<file path="src/rtl/conv_enc_frame_ctrl_if.sv">
// Info-bit stream into conv_enc_frame_ctrl: the source drives valid/bit, the sequencer returns ready.
interface conv_enc_frame_ctrl_if;
  logic s_valid;
  logic s_bit;
  logic s_ready;

  modport master (output s_valid, output s_bit, input s_ready);
  modport slave  (input s_valid, input s_bit, output s_ready);
endinterface

</file>
<file path="src/rtl/conv_enc_frame_ctrl.sv">
// Frame sequencer for conv_encoder_1_2: seed, stream info bits, append M tail zeros.
// Define CONV_ENC_TAILBITE_EN to add the frame buffer and tail-biting LOAD/SEED/REPLAY path.
module conv_enc_frame_ctrl #(
  parameter int K       = 4,
  parameter int M       = K - 1,
  parameter int MAX_LEN = 256,
  parameter int LEN_W   = $clog2(MAX_LEN + 1)
) (
  input  logic                   clk,
  input  logic                   rst,
  input  logic                   start,
  input  logic [LEN_W-1:0]       cfg_len,
  input  logic                   cfg_tailbite,
  conv_enc_frame_ctrl_if.slave   s_if,
  output logic                   enc_seed_load,
  output logic [M-1:0]           enc_seed_value,
  output logic                   enc_in_valid,
  output logic                   enc_in_bit,
  output logic                   busy,
  output logic                   done,
  output logic                   err
);

  localparam int IDX_W = (MAX_LEN > 1) ? $clog2(MAX_LEN) : 1;

  if (K < 2 || M != K - 1) begin : g_param_check
    $error("conv_enc_frame_ctrl: need K >= 2 and M == K-1");
  end

  typedef enum logic [2:0] {
    ST_IDLE, ST_SEED, ST_DATA, ST_TAIL, ST_DONE, ST_LOAD, ST_REPLAY
  } state_t;

  state_t            r_state, w_nxt;
  logic [LEN_W-1:0]  r_len, r_cnt, w_cnt_inc;
  logic              r_bad;
  logic              r_s_ready, r_seed_load, r_in_valid, r_in_bit, r_busy, r_done, r_err;
  logic [M-1:0]      r_seed_value;
  logic              w_s_ready_n, w_seed_load_n, w_in_valid_n, w_in_bit_n;
  logic              w_busy_n, w_done_n, w_err_n;
  logic [M-1:0]      w_seed_value_n, w_seed;
  logic              w_hs, w_last, w_tail_last, w_adv, w_start_bad;
  logic              w_tb_req, w_tb_mode, w_rep_bit;

  assign w_hs        = s_if.s_valid && r_s_ready;
  assign w_cnt_inc   = r_cnt + 1'b1;
  assign w_last      = (w_cnt_inc == r_len);
  assign w_tail_last = (r_cnt == LEN_W'(M - 1));
  assign w_adv       = w_hs || (r_state == ST_TAIL) || (r_state == ST_REPLAY);
  assign w_start_bad = (cfg_len == '0) || (cfg_len > LEN_W'(MAX_LEN)) ||
                       (w_tb_req && (cfg_len < LEN_W'(M)));

`ifdef CONV_ENC_TAILBITE_EN
  logic               r_tb;
  logic [MAX_LEN-1:0] r_buf;

  always_ff @(posedge clk) begin
    if (rst)
      r_tb <= 1'b0;
    else if (r_state == ST_IDLE && start)
      r_tb <= cfg_tailbite;
  end

  always_ff @(posedge clk) begin
    if (r_state == ST_LOAD && w_hs)
      r_buf[r_cnt[IDX_W-1:0]] <= s_if.s_bit;
  end

  assign w_tb_req  = cfg_tailbite;
  assign w_tb_mode = r_tb;
  assign w_rep_bit = r_buf[r_cnt[IDX_W-1:0]];

  // Seed = last M buffered bits, newest in the MSB.
  always_comb begin
    w_seed = '0;
    for (int unsigned j = 0; j < M; j++)
      w_seed[j] = r_buf[IDX_W'(r_len - LEN_W'(M) + LEN_W'(j))];
  end
`else
  logic w_unused_tb;
  assign w_unused_tb = cfg_tailbite;
  assign w_tb_req    = 1'b0;
  assign w_tb_mode   = 1'b0;
  assign w_rep_bit   = 1'b0;
  assign w_seed      = '0;
`endif

  always_ff @(posedge clk) begin
    if (rst)
      r_state <= ST_IDLE;
    else
      r_state <= w_nxt;
  end

  always_comb begin
    w_nxt = r_state;
    case (r_state)
      ST_IDLE:   if (start) w_nxt = w_start_bad ? ST_DONE : (w_tb_req ? ST_LOAD : ST_SEED);
      ST_LOAD:   if (w_hs && w_last) w_nxt = ST_SEED;
      ST_SEED:   w_nxt = w_tb_mode ? ST_REPLAY : ST_DATA;
      ST_DATA:   if (w_hs && w_last) w_nxt = ST_TAIL;
      ST_TAIL:   if (w_tail_last) w_nxt = ST_DONE;
      ST_REPLAY: if (w_last) w_nxt = ST_DONE;
      ST_DONE:   w_nxt = ST_IDLE;
      default:   w_nxt = ST_IDLE;
    endcase
  end

  // Next values of the registered outputs; s_ready follows the next state so it drops on the last bit.
  always_comb begin
    w_busy_n       = (r_state == ST_IDLE) ? start : (r_state != ST_DONE);
    w_s_ready_n    = (w_nxt == ST_DATA) || (w_nxt == ST_LOAD);
    w_seed_load_n  = (r_state == ST_SEED);
    w_seed_value_n = (r_state == ST_SEED) ? w_seed : '0;
    w_in_valid_n   = 1'b0;
    w_in_bit_n     = 1'b0;
    case (r_state)
      ST_DATA:   if (w_hs) begin w_in_valid_n = 1'b1; w_in_bit_n = s_if.s_bit; end
      ST_TAIL:   w_in_valid_n = 1'b1;
      ST_REPLAY: begin w_in_valid_n = 1'b1; w_in_bit_n = w_rep_bit; end
      default:   ;
    endcase
    w_done_n = (r_state == ST_DONE);
    w_err_n  = (r_state == ST_DONE) && r_bad;
  end

  always_ff @(posedge clk) begin
    if (rst) begin
      r_len        <= '0;
      r_cnt        <= '0;
      r_bad        <= 1'b0;
      r_s_ready    <= 1'b0;
      r_seed_load  <= 1'b0;
      r_seed_value <= '0;
      r_in_valid   <= 1'b0;
      r_in_bit     <= 1'b0;
      r_busy       <= 1'b0;
      r_done       <= 1'b0;
      r_err        <= 1'b0;
    end else begin
      if (r_state == ST_IDLE && start) begin
        r_len <= cfg_len;
        r_bad <= w_start_bad;
      end
      if (r_state != w_nxt)
        r_cnt <= '0;
      else if (w_adv)
        r_cnt <= w_cnt_inc;
      r_s_ready    <= w_s_ready_n;
      r_seed_load  <= w_seed_load_n;
      r_seed_value <= w_seed_value_n;
      r_in_valid   <= w_in_valid_n;
      r_in_bit     <= w_in_bit_n;
      r_busy       <= w_busy_n;
      r_done       <= w_done_n;
      r_err        <= w_err_n;
    end
  end

  assign s_if.s_ready   = r_s_ready;
  assign enc_seed_load  = r_seed_load;
  assign enc_seed_value = r_seed_value;
  assign enc_in_valid   = r_in_valid;
  assign enc_in_bit     = r_in_bit;
  assign busy           = r_busy;
  assign done           = r_done;
  assign err            = r_err;

endmodule

</file>
<file path="src/flat_wrapper.sv">
// flat-port wrapper written by rule: the top's interface ports become plain ports
module conv_enc_frame_ctrl_flat 
#(
  parameter int K       = 4,
  parameter int M       = K - 1,
  parameter int MAX_LEN = 256,
  parameter int LEN_W   = $clog2(MAX_LEN + 1)
)
  (clk, rst, start, cfg_len, cfg_tailbite, enc_seed_load, enc_seed_value, enc_in_valid, enc_in_bit, busy, done, err, s_if_s_valid, s_if_s_bit, s_if_s_ready);
  conv_enc_frame_ctrl_if s_if_i ();
  input  logic clk;
  input  logic rst;
  input  logic start;
  input  logic [LEN_W-1:0] cfg_len;
  input  logic cfg_tailbite;
  output logic enc_seed_load;
  output logic [M-1:0] enc_seed_value;
  output logic enc_in_valid;
  output logic enc_in_bit;
  output logic busy;
  output logic done;
  output logic err;
  input wire logic [$bits(s_if_i.s_valid)-1:0] s_if_s_valid;
  input wire logic [$bits(s_if_i.s_bit)-1:0] s_if_s_bit;
  output wire logic [$bits(s_if_i.s_ready)-1:0] s_if_s_ready;
  assign s_if_i.s_valid = s_if_s_valid;
  assign s_if_i.s_bit = s_if_s_bit;
  assign s_if_s_ready = s_if_i.s_ready;
  conv_enc_frame_ctrl #(.K(K), .M(M), .MAX_LEN(MAX_LEN), .LEN_W(LEN_W)) u_core (.clk(clk), .rst(rst), .start(start), .cfg_len(cfg_len), .cfg_tailbite(cfg_tailbite), .s_if(s_if_i), .enc_seed_load(enc_seed_load), .enc_seed_value(enc_seed_value), .enc_in_valid(enc_in_valid), .enc_in_bit(enc_in_bit), .busy(busy), .done(done), .err(err));
endmodule
</file>
<file path="config.mk">
export PLATFORM = sky130hd
export DESIGN_NAME = conv_enc_frame_ctrl_flat
export DESIGN_NICKNAME = d
export VERILOG_FILES = /design/src/rtl/conv_enc_frame_ctrl_if.sv /design/src/rtl/conv_enc_frame_ctrl.sv /design/src/flat_wrapper.sv
export SDC_FILE = /design/constraint.sdc
export NUM_CORES = 1
export LEC_CHECK = 0
export ABC_CLOCK_PERIOD_IN_PS = 2750
export BUFFER_PORTS_ARGS = -buffer_cell sky130_fd_sc_hd__buf_2
export CAP_MARGIN = 20
export CORE_UTILIZATION = 50
export CTS_CLUSTER_DIAMETER = 150
export DETAILED_ROUTE_END_ITERATION = 16
export GPL_TIMING_DRIVEN = 0
export PLACE_DENSITY = 0.81
export SLEW_MARGIN = 20
export SYNTH_ARGS = -nofsm -noshare
export SYNTH_HDL_FRONTEND = slang
export SYNTH_SLANG_ARGS = --single-unit
</file>
<file path="constraint.sdc">
create_clock -name clk -period 2.75 [get_ports clk]
set_clock_uncertainty 0.1 [all_clocks]
set_input_delay 0.1375 -clock clk [delete_from_list [all_inputs] [get_ports clk]]
set_output_delay 0.1375 -clock clk [all_outputs]
set_load 0.05 [all_outputs]
</file>
==> flow_summary.toml <==
[floorplanning]
dieArea_um2 = 3500
die-width_um = 59.2
num_io_pins = 25
die_h_um = 59.2
coreArea_um2 = 3080
initial_utilization_pct = 53.1
rows = 20

[placement]
port_buffers = 20
hpwl_um = 2510
place_congestion = 0.911

[finish]
mostFrequentLayoutCells = "29 x dfxtp_1, 26 x nand2_1, 23 x buf_2, 23 x nor2_1, 20 x a21oi_1"
final_common_cell = "dfxtp_1"
area_delta_synth_final_pct = 20.4
layout.nets = 255
drive_gt1_share_pct = 18.0
top_regs = "u_core.r_cnt: 9 flops, u_core.r_len: 9 flops, u_core.r_state: 3 flops"
diodes = 0

[worst_setup_path]
crit_path_start_kind = "flop"
crit_type = "flop to flop"
worst_path_largest_cell_delay_ns = 0.47
critPathMaxFanout = 9
end_kind = "flop"
crit_arrival_ns = 2.58
cp_slowest_cell = "dfxtp_1"
crit_required_ns = 2.86
cp_cell_sequence = "ha_1 -> and2_1 -> buf_2 -> a21oi_1 -> nor4b_1 -> o221ai_2 -> o311ai_4 -> nor2_1"

[detailed_routing]
finalWirelength_um = 3620
wl_per_cell_um = 12.8
wl_met1_um = 1680
post_drt_via_cell_ratio = 5.37
wl_met3_um = 189
drc = 0
top_layer_used = "met4"
first_iter_violations = 55
met2_length_um = 1640
vias = 1521
drt_pass1_iterations = 4
ant_nets = 0

[clock_network]
numCtsBuffers = 5
clkLatencyLatePin_ns = 0.33
cts_buffer_depth = 2
path_clk_slew_ns = 0.09
cts_htree_levels = 2
clkSinkCount = 29
cts_tree = "built"
clockRootBuffer = "clkbuf_4"
post_cts_buffers = 0

[grt]
first_global_vias = 1362
grt_first_pass_wirelength_um = 6160
grt_max_degree = 11
grt.total_usage_pct = 23.8
grt_overflow_total = 0
antenna_found_initial = 0

[synthesis]
synth_edf_count = 0
seq_area_frac_synth_pct = 35.5
ys_ff_latch = 29
ys_warn_count = 0
netlist_area_um2 = 1630
avgSynthCellArea_um2 = 8.29
ys_types = 43
syn_inst = 197
synthFlopType = "dfxtp_1"
async_flop_share_pct = 0

[timing]
setup_viol_count_final = 0
maxSlewHeadroom_pct = 30.3
max_freq_mhz = 406
rsz0062_at_grt = "no"
fin_crit_sh_pct = 89.7
slew_viol_final = 0
fin_setup_tns_ns = 0
tightest_slew_ns = 1.04
finalCriticalPeriod_ns = 2.47
hold_viol = 0

[job]
drv_cap = 0

[power_and_ir_drop]
p_per_area_nw_per_um2 = 449
peakVddDrop_mv = 0.386
power_mw = 0.884
p_leak_nw = 0.729

[min_path]
hp-class = "input port to flop"

[status]
status = "finished, final reports clean"
## repair_timing
action	CTS	global route
hold buffers	12	0
setup endpoints to repair	0	2
hold endpoints to repair	12	0
gates resized for setup	0	0
## synth_stat cells (2+ instances only)
cell,count,share of area [%]
dfxtp_1,29,36
nand2_1,26,6.0
nor2_1,23,5.3
a21oi_1,20,6.1
xnor2_1,14,7.5
nor3_1,7,2.1
clkbuf_1,6,1.4
nand3_1,6,1.8
and2_1,4,1.5
buf_4,4,1.8
nand2b_1,4,1.5
nor4b_1,4,2.1
xor2_1,4,2.1
buf_2,3,0.92
inv_1,3,0.69
nor2b_1,3,1.1
nor4_1,3,1.1
a211o_1,2,1.1
a211oi_1,2,0.92
buf_1,2,0.46
ha_1,2,1.5
o21ai_0,2,0.61
o311ai_4,2,3.2
o31ai_1,2,0.92
or3_1,2,0.77
## cell families (layout without fill, tap and decap cells)
| group | count (synthesis) | in the layout | share of synthesized area (%) |
|---|---|---|---|
| adder cells (fa/ha/maj) | 2 | 2 | 1.53 |
| AO/OA/AOI/OAI | 38 | 38 | 17.7 |
| other | 1 | 3 | 0.229 |
| buffers and inverters | 18 | 58 | 5.28 |
| XOR/XNOR | 19 | 19 | 10.6 |
| flip-flops | 29 | 29 | 35.5 |
| AND/OR/NAND/NOR | 90 | 90 | 29.1 |
## power by group
part	internal, mW	switching [mW]
Clock	0.0971	0.147
Combinational	0.0726	0.115
Sequential	0.439	0.0125
Total	0.609	0.275
## critical path, delay by kind of cell, from the launching register on
family | cells | cell delay, ns
flops | 1 | 0.47
simple gates | 3 | 0.53
buf+inv | 1 | 0.15
fa+ha+maj | 1 | 0.28
compound gates | 3 | 0.80
## metrics by stage
stage                     cells  area (µm²)  setup WS [ns]  util, %  hold WS [ns]
final                       283        1970          0.284     63.9         0.153
after global routing        283        1970         0.0151     63.9         0.166
after CTS                   283        1970          0.247     63.9         0.138
after detailed placement    263        1800          0.264     58.4         0.255
after global placement      263        1800          0.286     58.4         0.249
after floorplan             199        1640          0.573        -         0.122
## final timing paths
path                                       from             endpoint  slack [ns]  cells after the start
worst max register to register  u_core.r_cnt[0]      u_core.r_cnt[8]        0.28                      8
worst min register to register  u_core.r_len[1]      u_core.r_len[1]        0.38                      2
worst min-delay path               s_if_s_valid  u_core.s_if.s_ready        0.15                      4
worst max-delay path            u_core.r_cnt[0]      u_core.r_cnt[8]        0.28                      8
## per-layer routing
metal  GRT usage [%]  vias to the layer above
met4            11.9                        0
met1            31.8                      693
met2            35.6                       58
met3            6.11                       11
met5               0                        -
li1                -                      759
## final cells by class
type	count	area (µm²)
buffer	15	75.1
clock buffer	6	41.3
clock inverter	2	10.0
fill	266	1110
inverter	3	11.3
multi-input combinational	152	975
sequential	29	581
tap	44	55.1
timing repair buffer	32	220
Note: power is estimated with default switching activity, not from simulation.
